$ cat src/rtl/tdm_voice_sequencer_pkg.sv
// Shared parameters and FSM encoding for the TDM voice sequencer.
package synth_tdm_pkg;

  localparam int unsigned D_W          = 16;
  localparam int unsigned VOICES       = 8;
  localparam int unsigned VOICES_BITS  = 3;
  localparam int unsigned PHASE_W      = 24;
  localparam int unsigned ADDR_W       = 8;
  localparam int unsigned ACC_W        = D_W + VOICES_BITS;
  localparam int unsigned RESP_TIMEOUT = 15;
  localparam int unsigned WCNT_W       = 4;

  typedef enum logic [1:0] {
    IDLE  = 2'd0,
    ISSUE = 2'd1,
    WAIT  = 2'd2,
    DONE  = 2'd3
  } seq_state_e;

endpackage

$ cat src/rtl/tdm_voice_sequencer_if.sv
// Wavetable request/response interface between the sequencer and the wavetable.
interface tdm_voice_sequencer_if;
  import synth_tdm_pkg::*;

  logic [1:0]        selected_wave;
  logic [ADDR_W-1:0] nco_addr_out;
  logic              addr_valid;
  logic [D_W-1:0]    sample_in;
  logic              sample_valid;

  modport master (
    output selected_wave, nco_addr_out, addr_valid,
    input  sample_in, sample_valid
  );

  modport slave (
    input  selected_wave, nco_addr_out, addr_valid,
    output sample_in, sample_valid
  );
endinterface

$ cat src/rtl/tdm_voice_sequencer_nco_phase_bank.sv
// Per-voice tuning words and free-running phase accumulators.
module nco_phase_bank
  import synth_tdm_pkg::*;
(
  input  logic                   clk,
  input  logic                   rst,
  input  logic                   tune_we,
  input  logic [VOICES_BITS-1:0] tune_voice,
  input  logic [PHASE_W-1:0]     tune_word,
  input  logic                   advance,
  input  logic [VOICES_BITS-1:0] idx,
  output logic [PHASE_W-1:0]     phase_c
);

  logic [PHASE_W-1:0] tune_q  [VOICES];
  logic [PHASE_W-1:0] phase_q [VOICES];

  // A tune write to the voice being advanced lands after this cycle's add.
  always_ff @(posedge clk) begin
    if (rst) begin
      for (int unsigned i = 0; i < VOICES; i++) begin
        tune_q[i]  <= '0;
        phase_q[i] <= '0;
      end
    end else begin
      if (tune_we) tune_q[tune_voice] <= tune_word;
      if (advance) phase_q[idx] <= phase_q[idx] + tune_q[idx];
    end
  end

  assign phase_c = phase_q[idx];

endmodule

$ cat src/rtl/tdm_voice_sequencer.sv
// Walks all voices once per frame tick, fetches one sample each and emits the averaged mix.
module tdm_voice_sequencer
  import synth_tdm_pkg::*;
(
  input  logic                   sys_clk,
  input  logic                   sys_rst,
  input  logic                   frame_tick,
  input  logic                   tune_we,
  input  logic [VOICES_BITS-1:0] tune_voice,
  input  logic [PHASE_W-1:0]     tune_word,
  input  logic [VOICES-1:0]      voice_gate,
  input  logic [2*VOICES-1:0]    voice_wave,
  tdm_voice_sequencer_if.master  wt,
  output logic [D_W-1:0]         mix_out,
  output logic                   mix_valid,
  output logic                   busy,
  output logic                   overrun,
  output logic                   resp_fault
);

  localparam logic [VOICES_BITS-1:0] LAST_IDX = VOICES_BITS'(VOICES - 1);
  localparam logic [WCNT_W-1:0]      WCNT_MAX = WCNT_W'(RESP_TIMEOUT - 1);

  seq_state_e               state_q, state_nxt;
  logic [VOICES_BITS-1:0]   idx_q, idx_nxt;
  logic signed [ACC_W-1:0]  acc_q, acc_nxt;
  logic [WCNT_W-1:0]        wcnt_q, wcnt_nxt;
  logic [ADDR_W-1:0]        addr_q, addr_nxt;
  logic [1:0]               wave_q, wave_nxt;
  logic                     addr_valid_nxt;
  logic [D_W-1:0]           mix_q, mix_nxt;
  logic                     mix_valid_nxt;
  logic                     overrun_nxt, fault_nxt;
  logic                     advance_c, next_voice_c;
  logic [PHASE_W-1:0]       phase_c;
  logic signed [ACC_W-1:0]  sample_ext_c;

  nco_phase_bank u_bank (
    .clk        (sys_clk),
    .rst        (sys_rst),
    .tune_we    (tune_we),
    .tune_voice (tune_voice),
    .tune_word  (tune_word),
    .advance    (advance_c),
    .idx        (idx_q),
    .phase_c    (phase_c)
  );

  assign sample_ext_c = {{VOICES_BITS{wt.sample_in[D_W-1]}}, wt.sample_in};

  // Next-state and next-output logic.
  always_comb begin
    state_nxt      = state_q;
    idx_nxt        = idx_q;
    acc_nxt        = acc_q;
    wcnt_nxt       = wcnt_q;
    addr_nxt       = addr_q;
    wave_nxt       = wave_q;
    addr_valid_nxt = 1'b0;
    mix_nxt        = mix_q;
    mix_valid_nxt  = 1'b0;
    overrun_nxt    = overrun | (frame_tick && (state_q != IDLE));
    fault_nxt      = resp_fault;
    advance_c      = 1'b0;
    next_voice_c   = 1'b0;

    case (state_q)
      IDLE: begin
        if (frame_tick) begin
          idx_nxt   = '0;
          acc_nxt   = '0;
          state_nxt = ISSUE;
        end
      end
      ISSUE: begin
        advance_c = 1'b1;
        if (voice_gate[idx_q]) begin
          addr_nxt       = phase_c[PHASE_W-1 -: ADDR_W];
          wave_nxt       = voice_wave[{idx_q, 1'b0} +: 2];
          addr_valid_nxt = 1'b1;
          wcnt_nxt       = '0;
          state_nxt      = WAIT;
        end else begin
          next_voice_c = 1'b1;
        end
      end
      WAIT: begin
        if (wt.sample_valid) begin
          acc_nxt      = acc_q + sample_ext_c;
          next_voice_c = 1'b1;
        end else if (wcnt_q == WCNT_MAX) begin
          fault_nxt    = 1'b1;
          next_voice_c = 1'b1;
        end else begin
          wcnt_nxt = wcnt_q + 1'b1;
        end
      end
      DONE: begin
        mix_nxt       = acc_q[ACC_W-1:VOICES_BITS];
        mix_valid_nxt = 1'b1;
        state_nxt     = IDLE;
      end
      default: state_nxt = IDLE;
    endcase

    if (next_voice_c) begin
      if (idx_q == LAST_IDX) begin
        state_nxt = DONE;
      end else begin
        idx_nxt   = idx_q + 1'b1;
        state_nxt = ISSUE;
      end
    end
  end

  // State and registered outputs.
  always_ff @(posedge sys_clk) begin
    if (sys_rst) begin
      state_q        <= IDLE;
      idx_q          <= '0;
      acc_q          <= '0;
      wcnt_q         <= '0;
      addr_q         <= '0;
      wave_q         <= '0;
      wt.addr_valid  <= 1'b0;
      mix_q          <= '0;
      mix_valid      <= 1'b0;
      busy           <= 1'b0;
      overrun        <= 1'b0;
      resp_fault     <= 1'b0;
    end else begin
      state_q        <= state_nxt;
      idx_q          <= idx_nxt;
      acc_q          <= acc_nxt;
      wcnt_q         <= wcnt_nxt;
      addr_q         <= addr_nxt;
      wave_q         <= wave_nxt;
      wt.addr_valid  <= addr_valid_nxt;
      mix_q          <= mix_nxt;
      mix_valid      <= mix_valid_nxt;
      busy           <= (state_nxt != IDLE);
      overrun        <= overrun_nxt;
      resp_fault     <= fault_nxt;
    end
  end

  assign wt.nco_addr_out  = addr_q;
  assign wt.selected_wave = wave_q;
  assign mix_out          = mix_q;

endmodule
$ cat src/flat_wrapper.sv
// flat-port wrapper written by rule: the top's interface ports become plain ports
module tdm_voice_sequencer_flat import synth_tdm_pkg::*;
  (sys_clk, sys_rst, frame_tick, tune_we, tune_voice, tune_word, voice_gate, voice_wave, mix_out, mix_valid, busy, overrun, resp_fault, wt_selected_wave, wt_nco_addr_out, wt_addr_valid, wt_sample_in, wt_sample_valid);
  tdm_voice_sequencer_if wt_i ();
  input  logic sys_clk;
  input  logic sys_rst;
  input  logic frame_tick;
  input  logic tune_we;
  input  logic [VOICES_BITS-1:0] tune_voice;
  input  logic [PHASE_W-1:0] tune_word;
  input  logic [VOICES-1:0] voice_gate;
  input  logic [2*VOICES-1:0] voice_wave;
  output logic [D_W-1:0] mix_out;
  output logic mix_valid;
  output logic busy;
  output logic overrun;
  output logic resp_fault;
  output wire logic [$bits(wt_i.selected_wave)-1:0] wt_selected_wave;
  output wire logic [$bits(wt_i.nco_addr_out)-1:0] wt_nco_addr_out;
  output wire logic [$bits(wt_i.addr_valid)-1:0] wt_addr_valid;
  input wire logic [$bits(wt_i.sample_in)-1:0] wt_sample_in;
  input wire logic [$bits(wt_i.sample_valid)-1:0] wt_sample_valid;
  assign wt_selected_wave = wt_i.selected_wave;
  assign wt_nco_addr_out = wt_i.nco_addr_out;
  assign wt_addr_valid = wt_i.addr_valid;
  assign wt_i.sample_in = wt_sample_in;
  assign wt_i.sample_valid = wt_sample_valid;
  tdm_voice_sequencer u_core (.sys_clk(sys_clk), .sys_rst(sys_rst), .frame_tick(frame_tick), .tune_we(tune_we), .tune_voice(tune_voice), .tune_word(tune_word), .voice_gate(voice_gate), .voice_wave(voice_wave), .wt(wt_i), .mix_out(mix_out), .mix_valid(mix_valid), .busy(busy), .overrun(overrun), .resp_fault(resp_fault));
endmodule
$ cat config.mk
export PLATFORM = sky130hd
export DESIGN_NAME = tdm_voice_sequencer_flat
export DESIGN_NICKNAME = d
export VERILOG_FILES = /design/src/rtl/tdm_voice_sequencer_pkg.sv /design/src/rtl/tdm_voice_sequencer_if.sv /design/src/rtl/tdm_voice_sequencer_nco_phase_bank.sv /design/src/rtl/tdm_voice_sequencer.sv /design/src/flat_wrapper.sv
export SDC_FILE = /design/constraint.sdc
export NUM_CORES = 1
export LEC_CHECK = 0
export BUFFER_PORTS_ARGS = -buffer_cell sky130_fd_sc_hd__buf_2
export CORE_MARGIN = 5
export CORE_UTILIZATION = 43
export DETAILED_ROUTE_END_ITERATION = 7
export GPL_TIMING_DRIVEN = 0
export SETUP_SLACK_MARGIN = 0.3
export SLEW_MARGIN = 20
export SYNTH_ARGS = -nofsm -noshare
export SYNTH_HDL_FRONTEND = slang
export SYNTH_HIERARCHICAL = 1
export SYNTH_SLANG_ARGS = --single-unit
$ cat constraint.sdc
create_clock -name sys_clk -period 3.56 [get_ports sys_clk]
set_input_delay 0.356 -clock sys_clk [delete_from_list [all_inputs] [get_ports sys_clk]]
set_output_delay 0.356 -clock sys_clk [all_outputs]
set_load 0.005 [all_outputs]
Yosys cells after proc, flatten, opt, wreduce, memory -nomap -nowiden
Memory sizes are Yosys's and may differ from the RTL's. A register that Yosys moved wholly into a read port is not among the register bits.
Index checks and enable logic that the tools add are counted.
{"block": "word_totals", "output_inout_bits": 31, "memories": 2, "in_bits": 72, "wordCells": 87, "mem_bits_rw": 384, "register_bits": 59}
{"name": "u_core.u_bank.phase_q", "depth": 8, "word_bits": 24, "read_ports": 1, "rd_ports_with_merged_regs": 1, "wr": 8, "line": "tdm_voice_sequencer_nco_phase_bank.sv:16", "text": "logic [PHASE_W-1:0] phase_q [VOICES];"}
{"name": "u_core.u_bank.tune_q", "depth": 8, "word_bits": 24, "read_ports": 1, "rd_ports_with_merged_regs": 1, "wr": 8, "line": "tdm_voice_sequencer_nco_phase_bank.sv:15", "text": "logic [PHASE_W-1:0] tune_q [VOICES];"}
{"block": "classes", "eq_ne": 10, "muxes": 41, "magnitude_cmp": 1, "shifts": 1, "bitwise_logic": 3, "n_reduce_logical": 13, "addsub": 4}
{"op": "two-way mux 24 bit", "count": 2}
{"op": "OR reduction 24 bit", "count": 2}
{"op": "two-way mux 19 bit", "count": 2}
{"op": "one-hot mux 19 bit (2 select lines)", "count": 1}
{"op": "adder 24 bit", "count": 1}
{"op": "two-way mux 3 bit", "count": 8}
{"op": "adder 19 x 16 -> 19 bit", "count": 1}
{"op": "two-way mux 1 bit", "count": 17}
{"op": "indexed part select 16 x 5 -> 2 bit", "count": 1}
{"op": "two-way mux 4 bit", "count": 3}
{"op": "two-way mux 2 bit", "count": 4}
{"op": "inequality test 2 bit, second input constant", "count": 4}
{"op": "one-hot mux 4 bit (2 select lines)", "count": 1}
{"op": "nonzero test 2 bit", "count": 4}
{"op": "one-hot mux 2 bit (3 select lines)", "count": 1}
{"op": "AND reduction 3 bit", "count": 2}
{"op": "adder 4 x 1 -> 4 bit, second input constant", "count": 1}
{"op": "equality test 2 bit, second input constant", "count": 2}
{"op": "equality test 4 bit, second input constant", "count": 1}
{"op": "< comparator 3 x 4 -> 1 bit, second input constant", "count": 1}
{"op": "AND reduction 4 bit", "count": 1}
{"op": "adder 3 x 1 -> 3 bit, second input constant", "count": 1}
{"op": "binary-select mux 1 bit (select 3 bit)", "count": 1}
{"op": "equality test 3 bit, second input constant", "count": 1}
{"op": "other kinds (9)", "count": 10}

Logic depth before layout (Yosys ltp)
{"block": "depth", "ltp_word": 7, "ltp_mapped": 16, "mapped_depth_nobuf": 11}

By module
The synthesis kept the hierarchy.
{"mod": "nco_phase_bank", "cells_per_inst": 1365, "n_inst": 1, "seq_area_each_um2": 11531.1, "area_per_inst_um2": 17555.6}
{"mod": "tdm_voice_sequencer", "cells_per_inst": 366, "n_inst": 1, "seq_area_each_um2": 1181.1, "area_per_inst_um2": 3358.2}

Worst setup path after synthesis
Ideal clock, no wire load.
{"block": "synth_timing", "path_kind": "reg2reg", "start": "register u_core.idx_q[2]", "end": "memory u_core.u_bank.phase_q[0][22] (data pin)", "stages_incl_launch_ff": 15, "path_buffers": 4, "setup_time_ps": 281, "synth_period_minus_slack_ps": 3834, "arrival_ps": 3553, "required_ps": 3279, "slack_ps": -274, "cell_sequence": "dfxtp_1 > buf_4 > and3b_1 > clkbuf_1 > clkbuf_1 > clkbuf_1 > a22oi_1 > nand4_1 > fa_1 > a21o_1 > a221o_1 > o2bb2ai_1 > nor3_1 > nor3_1 > nor3_1"}
{"element": "from (decl)", "line": "tdm_voice_sequencer.sv:25", "text": "logic [VOICES_BITS-1:0] idx_q, idx_nxt;"}
{"element": "from (signal assigned)", "line": "tdm_voice_sequencer.sv:133", "text": "idx_q <= idx_nxt;"}
{"element": "to (decl)", "line": "tdm_voice_sequencer_nco_phase_bank.sv:16"}

==> flow_summary.yaml <==
run_status:
  outcome: "complete, but fails checks"
  violations: "setup timing"
critical_path:
  cp-end-kind: "flop"
  critPathRequiredTime_ns: 3.86
  reg2reg_from: "u_core/idx_q[0]$_SDFF_PP0_"
  crit_path_frequent_cell: "buf_8"
  cp-start-kind: "flop"
  r2r_setup_slack_ns: -0.35
  r2r-end: "u_core/u_bank/phase_q[6][23]$_SDFFCE_PN0P_"
  crit_chain: "buf_8 -> and3b_1 -> buf_8 -> clkbuf_16 -> clkbuf_16 -> a22oi_2 -> nand4_1 -> ha_1 -> buf_8 -> and4_4 -> and4_4 -> o211ai_4 -> a311oi_4 -> or3_1 -> buf_6 -> a21oi_1"
  crit_slowest_cell: "ha_1"
  reg2reg_depth: 16
  crit_arrival_ns: 4.21
  cp_max_fo: 8
  crit_path_max_incr_delay_ns: 0.42
  critPathKind: "reg -> reg"
timing:
  fin_skew_ns: 0.0313
  fin_ws_ns: -0.348
  hold_viol: 0
  finalCritPeriodShare: 1.10
  clock.fmax_mhz: 256
  relSlewSlack: 0.195
  period_needed_ns: 3.91
  setup_viol: 129
  slew_viol_final: 0
  setup_tns_ns: -24.83
  rsz0062_at_grt: "true"
  worst_slew_pin_slew_ns: 1.21
grt:
  met1_usage: 0.335
  track_usage: 0.263
  overflow: 0
  antenna_found_initial: 2
  grt_pass1_wl_mm: 104
  grt_pass1_vias: 15669
  busiest_layer: "met2"
  grt_use_met3: 0.0505
  grt_max_degree: 25
  met2_usage: 0.443
finish:
  fillerInstances: 4010
  multi_input_area_um2: 8760
  nets: 2112
  drive_gt1_frac: 0.266
  final_area_um2: 26500
  register_area_um2: 12700
  instances_no_fill: 2646
  syn2layout_area_growth_pct: 26.7
logic_synthesis:
  ys_seq_area_frac: 0.608
  yosys_warnings: 6
  synth-async-reset-ratio: 0
  synth.distinct_cells: 75
  post-synth-top-area-cell: "edfxtp_1"
  ys_ff_latch: 443
  synth_flop_cell: "edfxtp_1"
  synth_xor_area_frac: 0.0109
  syn_nets: 1854
  synth_top_family_by_area: "simple AND/OR/NAND/NOR gates"
  synth_adder_area_share: 0.0312
  synth_cells: 1731
  syn_avg_cell_area_um2: 12.1
  synth_edf_count: 384
  netlist_area_um2: 20900
  synth-simple-area-share: 0.173
  synth_compound_area_frac: 0.128
  synth_top_area_share: 0.551
  yosys-top-cells-area: "edfxtp_1, a22oi_1, and2_1"
  synth_mux_area_frac: 0.0241
drt:
  dr.pass1.iters: 7
  wl_per_cell_um: 27.4
  dr.first_iter.drc_count: 1657
  num_vias: 16072
  route.detailed.drc: 0
  avgViaCountPerCell: 6.07
  ant_nets: 0
  finalWirelength_mm: 72.5
floorplan:
  start_util: 0.436
  die_w_um: 231
  io_pins: 103
  core_um2: 47900
  num_rows: 80
  chipHeight_um: 231
  die_area_um2: 53100
clock_network:
  clock_sinks: 443
  cts_tree: "built"
  clockBufferDepth: 3
  cts_root_buf: "clkbuf_16"
  cts_buffers: 49
  cts-htree-levels: 2
  cts.clk_slew.worst_paths_ns: 0.06
  clk_latency_ns: 0.61
  holdBufCountCts: 0
place:
  hpwl_mm: 45.9
  dp_cells: 2458
  portBuffers: 102
  place_area_um2: 22700
  globalplace.congestion: 0.956
min_path:
  worstHoldPathCells: 3
  hold_path_end: "u_core/overrun$_SDFF_PP0_"
  min_from: "frame_tick"
  hp-class: "in -> reg"
power:
  ir_drop_mv: 0.401
  p_per_area_nw_per_um2: 586
  power.leakage_nw: 9.79
flow_run:
  maxCapViolCount: 0
## cells in the mapped netlist, types with 14 or more instances
| library cell | number |
|---|---|
| nor2_1 | 174 |
| o21ai_0 | 34 |
| ha_1 | 49 |
| a21o_1 | 19 |
| nand2b_1 | 14 |
| and2_1 | 204 |
| a21oi_1 | 56 |
| nor3b_1 | 20 |
| xor2_1 | 16 |
| nand4_1 | 56 |
| a22oi_1 | 192 |
| and3_1 | 26 |
| mux2i_1 | 30 |
| clkbuf_1 | 102 |
| nand2_1 | 61 |
| nor3_1 | 49 |
| edfxtp_1 | 384 |
| dfxtp_1 | 59 |
## flip-flops by register name, indices dropped and copies added, names as in the netlist
name,cells
u_core/u_bank/phase_q,192
u_core/u_bank/tune_q,192
u_core/acc_q,19
u_core/mix_out,16
u_core/wt.nco_addr_out,8
u_core/wcnt_q,4
u_core/idx_q,3
u_core/state_q,2
u_core/wt.selected_wave,2
u_core/busy,1
u_core/mix_valid,1
u_core/overrun,1
u_core/resp_fault,1
u_core/wt.addr_valid,1
## logic make-up (layout without fill, tap and decap cells)
| group | after synthesis | count (layout) |
|---|---|---|
| AND/OR/NAND/NOR | 665 | 665 |
| flip-flops | 443 | 443 |
| AO/OA/AOI/OAI | 375 | 375 |
| buffers and inverters | 131 | 430 |
| adder cells (fa/ha/maj) | 51 | 51 |
| multiplexers | 40 | 40 |
| XOR/XNOR | 26 | 26 |
| other | 0 | 1 |
## worst max path at each step
| stage | from | endpoint | slack [ns] | depth (start not counted) |
|---|---|---|---|---|
| after floorplan | u_core/idx_q[2]$_SDFF_PP0_ | u_core/u_bank/phase_q[1][11]$_SDFFCE_PN0P_ | 0.17 | 15 |
| after global placement | u_core/idx_q[1]$_SDFF_PP0_ | u_core/u_bank/phase_q[2][23]$_SDFFCE_PN0P_ | -1.80 | 14 |
| after detailed placement | u_core/idx_q[1]$_SDFF_PP0_ | u_core/u_bank/phase_q[2][23]$_SDFFCE_PN0P_ | -1.76 | 14 |
| after CTS | u_core/idx_q[0]$_SDFF_PP0_ | u_core/u_bank/phase_q[3][23]$_SDFFCE_PN0P_ | -0.27 | 16 |
| after global routing | u_core/idx_q[0]$_SDFF_PP0_ | u_core/u_bank/phase_q[0][23]$_SDFFCE_PN0P_ | -0.40 | 16 |
| final | u_core/idx_q[0]$_SDFF_PP0_ | u_core/u_bank/phase_q[6][23]$_SDFFCE_PN0P_ | -0.35 | 16 |
## layout by cell type (no fill, tap or decap), types with 11 or more instances in the layout
cell type	synthesis	routed
a21o_1	19	17
a21oi_1	56	41
a22oi_1	192	171
a22oi_2	0	21
and2_1	204	204
and3_1	26	24
buf_2	4	107
buf_4	2	86
buf_6	2	20
clkbuf_1	102	60
clkbuf_16	0	59
clkbuf_4	0	13
clkbuf_8	0	16
dfxtp_1	59	56
edfxtp_1	384	384
ha_1	49	36
inv_1	12	12
mux2i_1	30	30
nand2_1	61	58
nand4_1	56	56
nor2_1	174	151
nor2_2	0	18
nor3_1	49	37
nor3b_1	20	12
o21ai_0	34	28
or2_2	12	12
xor2_1	16	11
## stage by stage
| stage | power [mW] | setup slack [ns] | hold slack [ns] | utilization |
|---|---|---|---|---|
| final | 15.5 | -0.348 | 0.0295 | 0.552 |
| after global placement | 9.07 | -1.80 | 0.445 | 0.469 |
| after CTS | 14.7 | -0.269 | 0.00979 | 0.532 |
| after floorplan | 8.16 | 0.173 | 0.436 | - |
| after detailed placement | 9.16 | -1.76 | 0.455 | 0.474 |
| after global routing | 16.1 | -0.398 | 0.0404 | 0.552 |
## critical path, delay by kind of cell, from the launching register on
kind | cells | cell delay, ns
compound gates | 4 | 0.81
buf+inv | 6 | 0.87
simple gates | 5 | 1.13
fa+ha+maj | 1 | 0.42
flops | 1 | 0.37
## power breakdown
part	internal, mW	total (mW)	switching, mW	leakage, nW
Combinational	1.70	4.32	2.62	4.69
Sequential	5.97	6.08	0.113	4.30
Clock	3.02	5.13	2.11	0.796
## area by class of cell
type / count / share of cell area
Inverter: 12 / 0.00170
Antenna cell: 1 / 0.0000945
Multi-Input combinational cell: 1157 / 0.331
Clock buffer: 62 / 0.0501
Clock inverter: 30 / 0.0115
Sequential cell: 443 / 0.480
Timing Repair Buffer: 207 / 0.0584
Buffer: 119 / 0.0383
Tap cell: 615 / 0.0291
## metal layers
metal,up-vias,part of all wire
li1,7088,-
met1,7970,0.39
met2,820,0.48
met3,192,0.083
met4,2,0.047
met5,-,0.00017
## what timing repair did
| action | CTS | global route |
|---|---|---|
| hold endpoints to repair | 0 | 0 |
| gates resized for setup | 172 | 167 |
| buffers inserted | 52 | 41 |
| cloned | 1 | 1 |
| pin swaps | 32 | 66 |
| endpoints found under the setup margin | 192 | 173 |
(Power assumes the default switching activity.)
